==> src/rtl/regfile_dump_ctrl.sv <==
// Debug reader for the CPU register file: halts the datapath, walks every
// register through read port 1 and streams each word out with its index.
module regfile_dump_ctrl #(
  parameter int NUM_REGS = 32,
  parameter int ADDR_W   = 5,
  parameter int DATA_W   = 32
) (
  input  logic              clk,
  input  logic              rst_n,
  input  logic              dump_req_i,
  input  logic              abort_i,
  output logic              stall_o,
  output logic [ADDR_W-1:0] rd_addr_o,
  input  logic [DATA_W-1:0] rd_data_i,
  output logic              out_valid_o,
  input  logic              out_ready_i,
  output logic [DATA_W-1:0] out_data_o,
  output logic [ADDR_W-1:0] out_index_o,
  output logic              out_last_o,
  output logic              done_o
);

  typedef enum logic [1:0] {
    S_IDLE,
    S_READ,
    S_SEND,
    S_DONE
  } state_t;

  localparam logic [ADDR_W-1:0] LAST_IDX = ADDR_W'(NUM_REGS - 1);

  state_t            r_state;
  logic [ADDR_W-1:0] r_ptr;
  logic [ADDR_W-1:0] w_ptr_next;

  assign w_ptr_next = r_ptr + 1'b1;

  // The only unregistered output: the datapath must freeze the same cycle
  // the FSM leaves IDLE.
  assign stall_o = (r_state != S_IDLE);

  // NOTE: every register here uses <= so all state updates from the same
  // pre-edge values; blocking assignments would leak new values mid-block.
  always_ff @(posedge clk) begin
    if (!rst_n) begin
      r_state     <= S_IDLE;
      r_ptr       <= '0;
      rd_addr_o   <= '0;
      out_valid_o <= 1'b0;
      out_data_o  <= '0;
      out_index_o <= '0;
      out_last_o  <= 1'b0;
      done_o      <= 1'b0;
    end else begin
      done_o <= 1'b0;
      if (abort_i && (r_state != S_IDLE)) begin
        // Abort wins over everything, including a pending handshake.
        r_state     <= S_IDLE;
        out_valid_o <= 1'b0;
        out_last_o  <= 1'b0;
      end else begin
        case (r_state)
          S_IDLE: begin
            if (dump_req_i) begin
              r_ptr     <= '0;
              rd_addr_o <= '0;
              r_state   <= S_READ;
            end
          end
          S_READ: begin
            out_data_o  <= rd_data_i;
            out_index_o <= r_ptr;
            out_last_o  <= (r_ptr == LAST_IDX);
            out_valid_o <= 1'b1;
            r_state     <= S_SEND;
          end
          S_SEND: begin
            if (out_ready_i) begin
              out_valid_o <= 1'b0;
              out_last_o  <= 1'b0;
              if (out_last_o) begin
                r_state <= S_DONE;
              end else begin
                // Pointer only advances below the last index, so it never wraps.
                r_ptr     <= w_ptr_next;
                rd_addr_o <= w_ptr_next;
                r_state   <= S_READ;
              end
            end
          end
          S_DONE: begin
            done_o  <= 1'b1;
            r_state <= S_IDLE;
          end
          default: r_state <= S_IDLE;
        endcase
      end
    end
  end

endmodule

==> config.mk <==
export PLATFORM = sky130hd
export DESIGN_NAME = regfile_dump_ctrl
export DESIGN_NICKNAME = d
export VERILOG_FILES = /design/src/rtl/regfile_dump_ctrl.sv
export SDC_FILE = /design/constraint.sdc
export NUM_CORES = 1
export LEC_CHECK = 0
export CAP_MARGIN = 20
export CORE_MARGIN = 2
export CORE_UTILIZATION = 42
export CTS_BUF_LIST = sky130_fd_sc_hd__clkbuf_4
export CTS_CLUSTER_DIAMETER = 200
export DETAILED_ROUTE_END_ITERATION = 7
export PLACE_DENSITY_LB_ADDON = 0.25
export REMOVE_ABC_BUFFERS = 1
export SLEW_MARGIN = 30
export SYNTH_ARGS = -nofsm -noshare
export SYNTH_HDL_FRONTEND = slang
export SYNTH_SLANG_ARGS = --single-unit
==> constraint.sdc <==
create_clock -name clk -period 1.45 [get_ports clk]
set_input_delay 0.145 -clock clk [delete_from_list [all_inputs] [get_ports clk]]
set_output_delay 0.145 -clock clk [all_outputs]
set_load 0.1 [all_outputs]
Word level (Yosys, flattened, before mapping)
Index checks and enable logic that the tools add are counted.

cells by class
  add/sub/neg operators = 1
  eq/ne operators = 7
  mux-type cells = 12
  bitwise operators = 2
  reductions and logical operators = 10

operators with widths
  operator                                              count
  two-way mux 5 bit                                     3
  case mux 5 bit (2 select lines)                       1
  case mux 2 bit (4 select lines)                       1
  two-way mux 2 bit                                     3
  != test 2 bit (second input constant)                 3
  AND reduction 2 bit                                   3
  nonzero test 2 bit                                    3
  adder 5 x 1 -> 5 bit (second input constant)          1
  equality test 5 bit (second input constant)           1
  AND reduction 5 bit                                   1
  equality test 2 bit (second input constant)           2
  case mux 1 bit (2 select lines)                       2
  equality test 2 x 1 -> 1 bit (second input constant)  1
  zero test 2 bit                                       1
  two-way mux 1 bit                                     2
  NOT 1 bit                                             2
  OR reduction 2 bit                                    1
  logical AND 1 bit                                     1

storage, ports and cells
  register bits after elaboration = 47
  output and inout port bits = 46
  logic and storage cells = 39

Longest topological paths before layout
  depth in word-level cells = 4
  mapped depth = 5
  gate-level depth less buffers = 5

Worst setup path after synthesis
No wires, ideal clock.

  path type = register -> register
  start point = reg r_ptr[1]
  end point = reg r_ptr[2]
  data arrival time = 1.938 ns
  path slack = -0.564 ns
  stages on the path, launching flop included = 5
  buffers on the path = 0
  clock period less this slack = 2.014 ns
  cells stage by stage = dfxtp_1 > ha_1 > inv_1 > or4_1 > a31oi_1

between the ends
  longest elaborated chain between the ends = 4

ends and longest elaborated chain
  what                             RTL line  RTL
  start: declaration               33        logic [ADDR_W-1:0] r_ptr;
  start signal: assignment         85        r_ptr <= w_ptr_next;
  adder 5 x 1 -> 5 bit             36        assign w_ptr_next = r_ptr + 1'b1;
  two-way mux 5 bit                81        if (out_last_o) begin
  two-way mux 5 bit                78        if (out_ready_i) begin
  case mux 5 bit (2 select lines)  62        case (r_state)

No other way between the ends. The select of a mux whose other input is x is not followed.
A chain may end at the register's enable or synchronous reset.

Worst setup path in the final report
  start point = reg r_state[1]
  end point = out stall_o

between the ends
  longest elaborated chain between the ends = 1

ends and longest elaborated chain
  what                      RTL line  RTL
  start: declaration        32        state_t r_state;
  start signal: assignment  46        r_state <= S_IDLE;
  start signal: assignment  58        r_state <= S_IDLE;
  start signal: assignment  67        r_state <= S_READ;
  nonzero test 2 bit        40        assign stall_o = (r_state != S_IDLE);
  end: declaration          12        output logic stall_o,

No other way between the ends.

==> metrics <==
Syn Inst Count=219; DR pass1 iterations=4; clock sinks=47; critical path cell sequence=buf_4, or2_4, buf_12; die height=69.6 µm; reg2reg start=r_state[0]; leading area contributor after synthesis=dfxtp_1; antenna violations before repair=0; Post-synth top cells=nand2_1 (81), dfxtp_1 (47), a21oi_1 (39); ranking of synthesized cells by area=dfxtp_1 (52%), nand2_1 (17%), a21oi_1 (11%); CTS Buf Count=5; sequential area share after synthesis=0.520; total die area=0.00485 mm²; DRC=0; Worst Max-Slew Pin Slew=345 ps; EDFF count, synth=0; r2r worst-path depth=4; number of port buffers=82; max_cap viols=0; CTS tree=built; synth warn=0; Min Clock Period, post-route=1410 ps; Logic pwr share=0.238; # hold bufs at CTS=0; crit start category=flip-flop; CP max stage delay=340 ps; max frequency=711 MHz; status=finished, final reports clean; Mean Syn Cell Area=8.26 µm²; Sw Pwr=0.000819 W; Max Slew Vio Count=0; Routed Antenna Nets=0; Leak=1.22 nW; data required time at the worst endpoint=1310 ps; WP data arrival=1260 ps; flop-to-flop setup slack=90 ps; Synth Cell Area=0.00181 mm²; vias in the first global route=1691; clock share of power=0.274; CP startpoint=r_state[1]; worst-path maximum fanout=7; worst hold margin=305 ps; Hold EP=out_data_o[20]; share of layout cells above drive strength 1=0.239; count of cell types in the netlist=26; Synth async-reset ratio=0; Pint=0.00198 W; FF-to-FF End=out_data_o[22]; pin count of the biggest net entering global routing=38; number of synthesized register bits=47; Worst Setup End Kind=output port; Worst Path Buf+Inv=2; Critical-path top delay cell=dfxtp_2; die span in x=69.6 µm; Clock Path Buffers=2; RePlAce Congestion=0.779; RSZ-0062 raised after global routing=no; Initial Util=0.446; clock latency on the worst-skew pair=370 ps; Worst-path clk slew=130 ps; DR vias/cell=5.02; Hold Vio Cnt, Final=0; area delta synth->final=81.7%; Synth top area share=0.520; fill count=251; io pins=83; # setup viols final=0; final worst slack=43.2 ps; Sum Neg Setup Slack=0 ps; Setup Skew=13.1 ps; power density cells=852 mW/mm²; min-delay worst type=in -> reg; Nets=348; gr ovfl total=0; Peak VDD IR=0.000622 V; most frequent cell after synthesis=nand2_1; max_slew headroom=0.767; # H-tree levels=2; Sw Ratio=0.293; CORE AREA=0.00406 mm²; Iter 0 DRT Violations=124; Worst path top cell family by delay=flip-flops; post-route clock period utilization=0.970; Total GRT Usage=0.203; drt wl/cell=13.6 µm; Antenna Cells=0; sequential share of power=0.488; crit path kind=reg -> out; setup bufs post-CTS=0; Rows=23; Root Buffer=clkbuf_4; worst hold start=rd_data_i[20]; routed via count=1801; Top FF cell, synth=dfxtp_1; first-pass GRT wire length=7.97 mm; Post-DP HPWL=3.54 mm; setup slack after placement=-105 ps; final wirelength=4.87 mm; worst hold path depth=3
-- routing by layer --
metal / share of wire / vias up / GRT usage
li1: - / 906 / -
met1: 0.44 / 821 / 0.269
met2: 0.49 / 67 / 0.334
met3: 0.058 / 7 / 0.0407
met4: 0.012 / 0 / 0.0620
met5: 0 / - / 0
-- sequential cells by signal, indices dropped and copies added (netlist names) --
signal       cells
r_ptr            5
out_last_o       1
out_index_o      5
out_data_o      32
out_valid_o      1
done_o           1
r_state          2
-- worst max-delay path by stage --
stage,cells after the start,slack (ps),endpoint
after detailed placement,4,-100,r_ptr[2]
after global routing,3,3,stall_o
after CTS,3,10,stall_o
after floorplan,4,-570,r_ptr[2]
after global placement,4,-50,r_ptr[3]
final,3,40,stall_o
-- logic make-up (layout without fill, tap and decap cells) --
kind of cell / Yosys count / count (layout) / synth area share
buffers and inverters: 18 / 108 / 0.0567
AND/OR/NAND/NOR: 101 / 101 / 0.257
AO/OA/AOI/OAI: 51 / 51 / 0.152
flip-flops: 47 / 47 / 0.520
adder cells (fa/ha/maj): 2 / 2 / 0.0138
-- cell usage in the layout (no fill, tap or decap), types with 2 or more instances in the layout --
cell type / instances
a21oi_1: 39
buf_12: 48
nor2_1: 2
buf_4: 13
nand3_1: 3
dfxtp_2: 2
clkdlybuf4s50_1: 36
nand2_1: 81
dfxtp_1: 44
a31oi_1: 2
o22ai_1: 2
o211ai_1: 2
o21ai_0: 3
clkbuf_4: 6
ha_1: 2
or4_1: 2
nand2b_1: 3
inv_1: 4
and3_1: 3
a211oi_1: 2
-- repair_timing --
action / in CTS / in global routing
endpoints found under the setup margin: 1 / 2
endpoints found under the hold margin: 0 / 0
gates cloned: 0 / 0
resized for setup: 1 / 4
pin swaps: 0 / 1
-- power groups by stage --
stage	Combinational (W)	Clock [W]	Sequential (W)
after floorplan	0.000118	0	0.00161
after global placement	0.000666	0	0.00139
after detailed placement	0.000671	0	0.00139
after CTS	0.000676	0.000782	0.00136
after global routing	0.000693	0.000835	0.00137
final	0.000665	0.000768	0.00137
-- stage by stage --
step                utilization  instances  cell area (µm²)  total power, W
finish                    0.810        359             3290         0.00280
global route              0.810        359             3290         0.00290
CTS                       0.810        360             3290         0.00282
detailed placement        0.791        353             3210         0.00206
global placement          0.791        353             3210         0.00206
floorplan                     -        205             1720         0.00173
-- worst min-delay path, delay by kind of cell --
| family | cells | cell delay (ps) |
|---|---|---|
| compound gates | 1 | 50 |
| simple gates | 1 | 50 |
| buf+inv | 1 | 400 |
-- cell type report --
cell class                 count  area (µm²)  area share
sequential                    47         947       0.288
inverter                       4        15.0     0.00457
clock inverter                 1        30.0     0.00914
multi-input combinational    154         767       0.233
tap                           50        62.6      0.0190
timing repair buffer          97        1420       0.432
clock buffer                   6        45.0      0.0137
(Power assumes the default switching activity.)
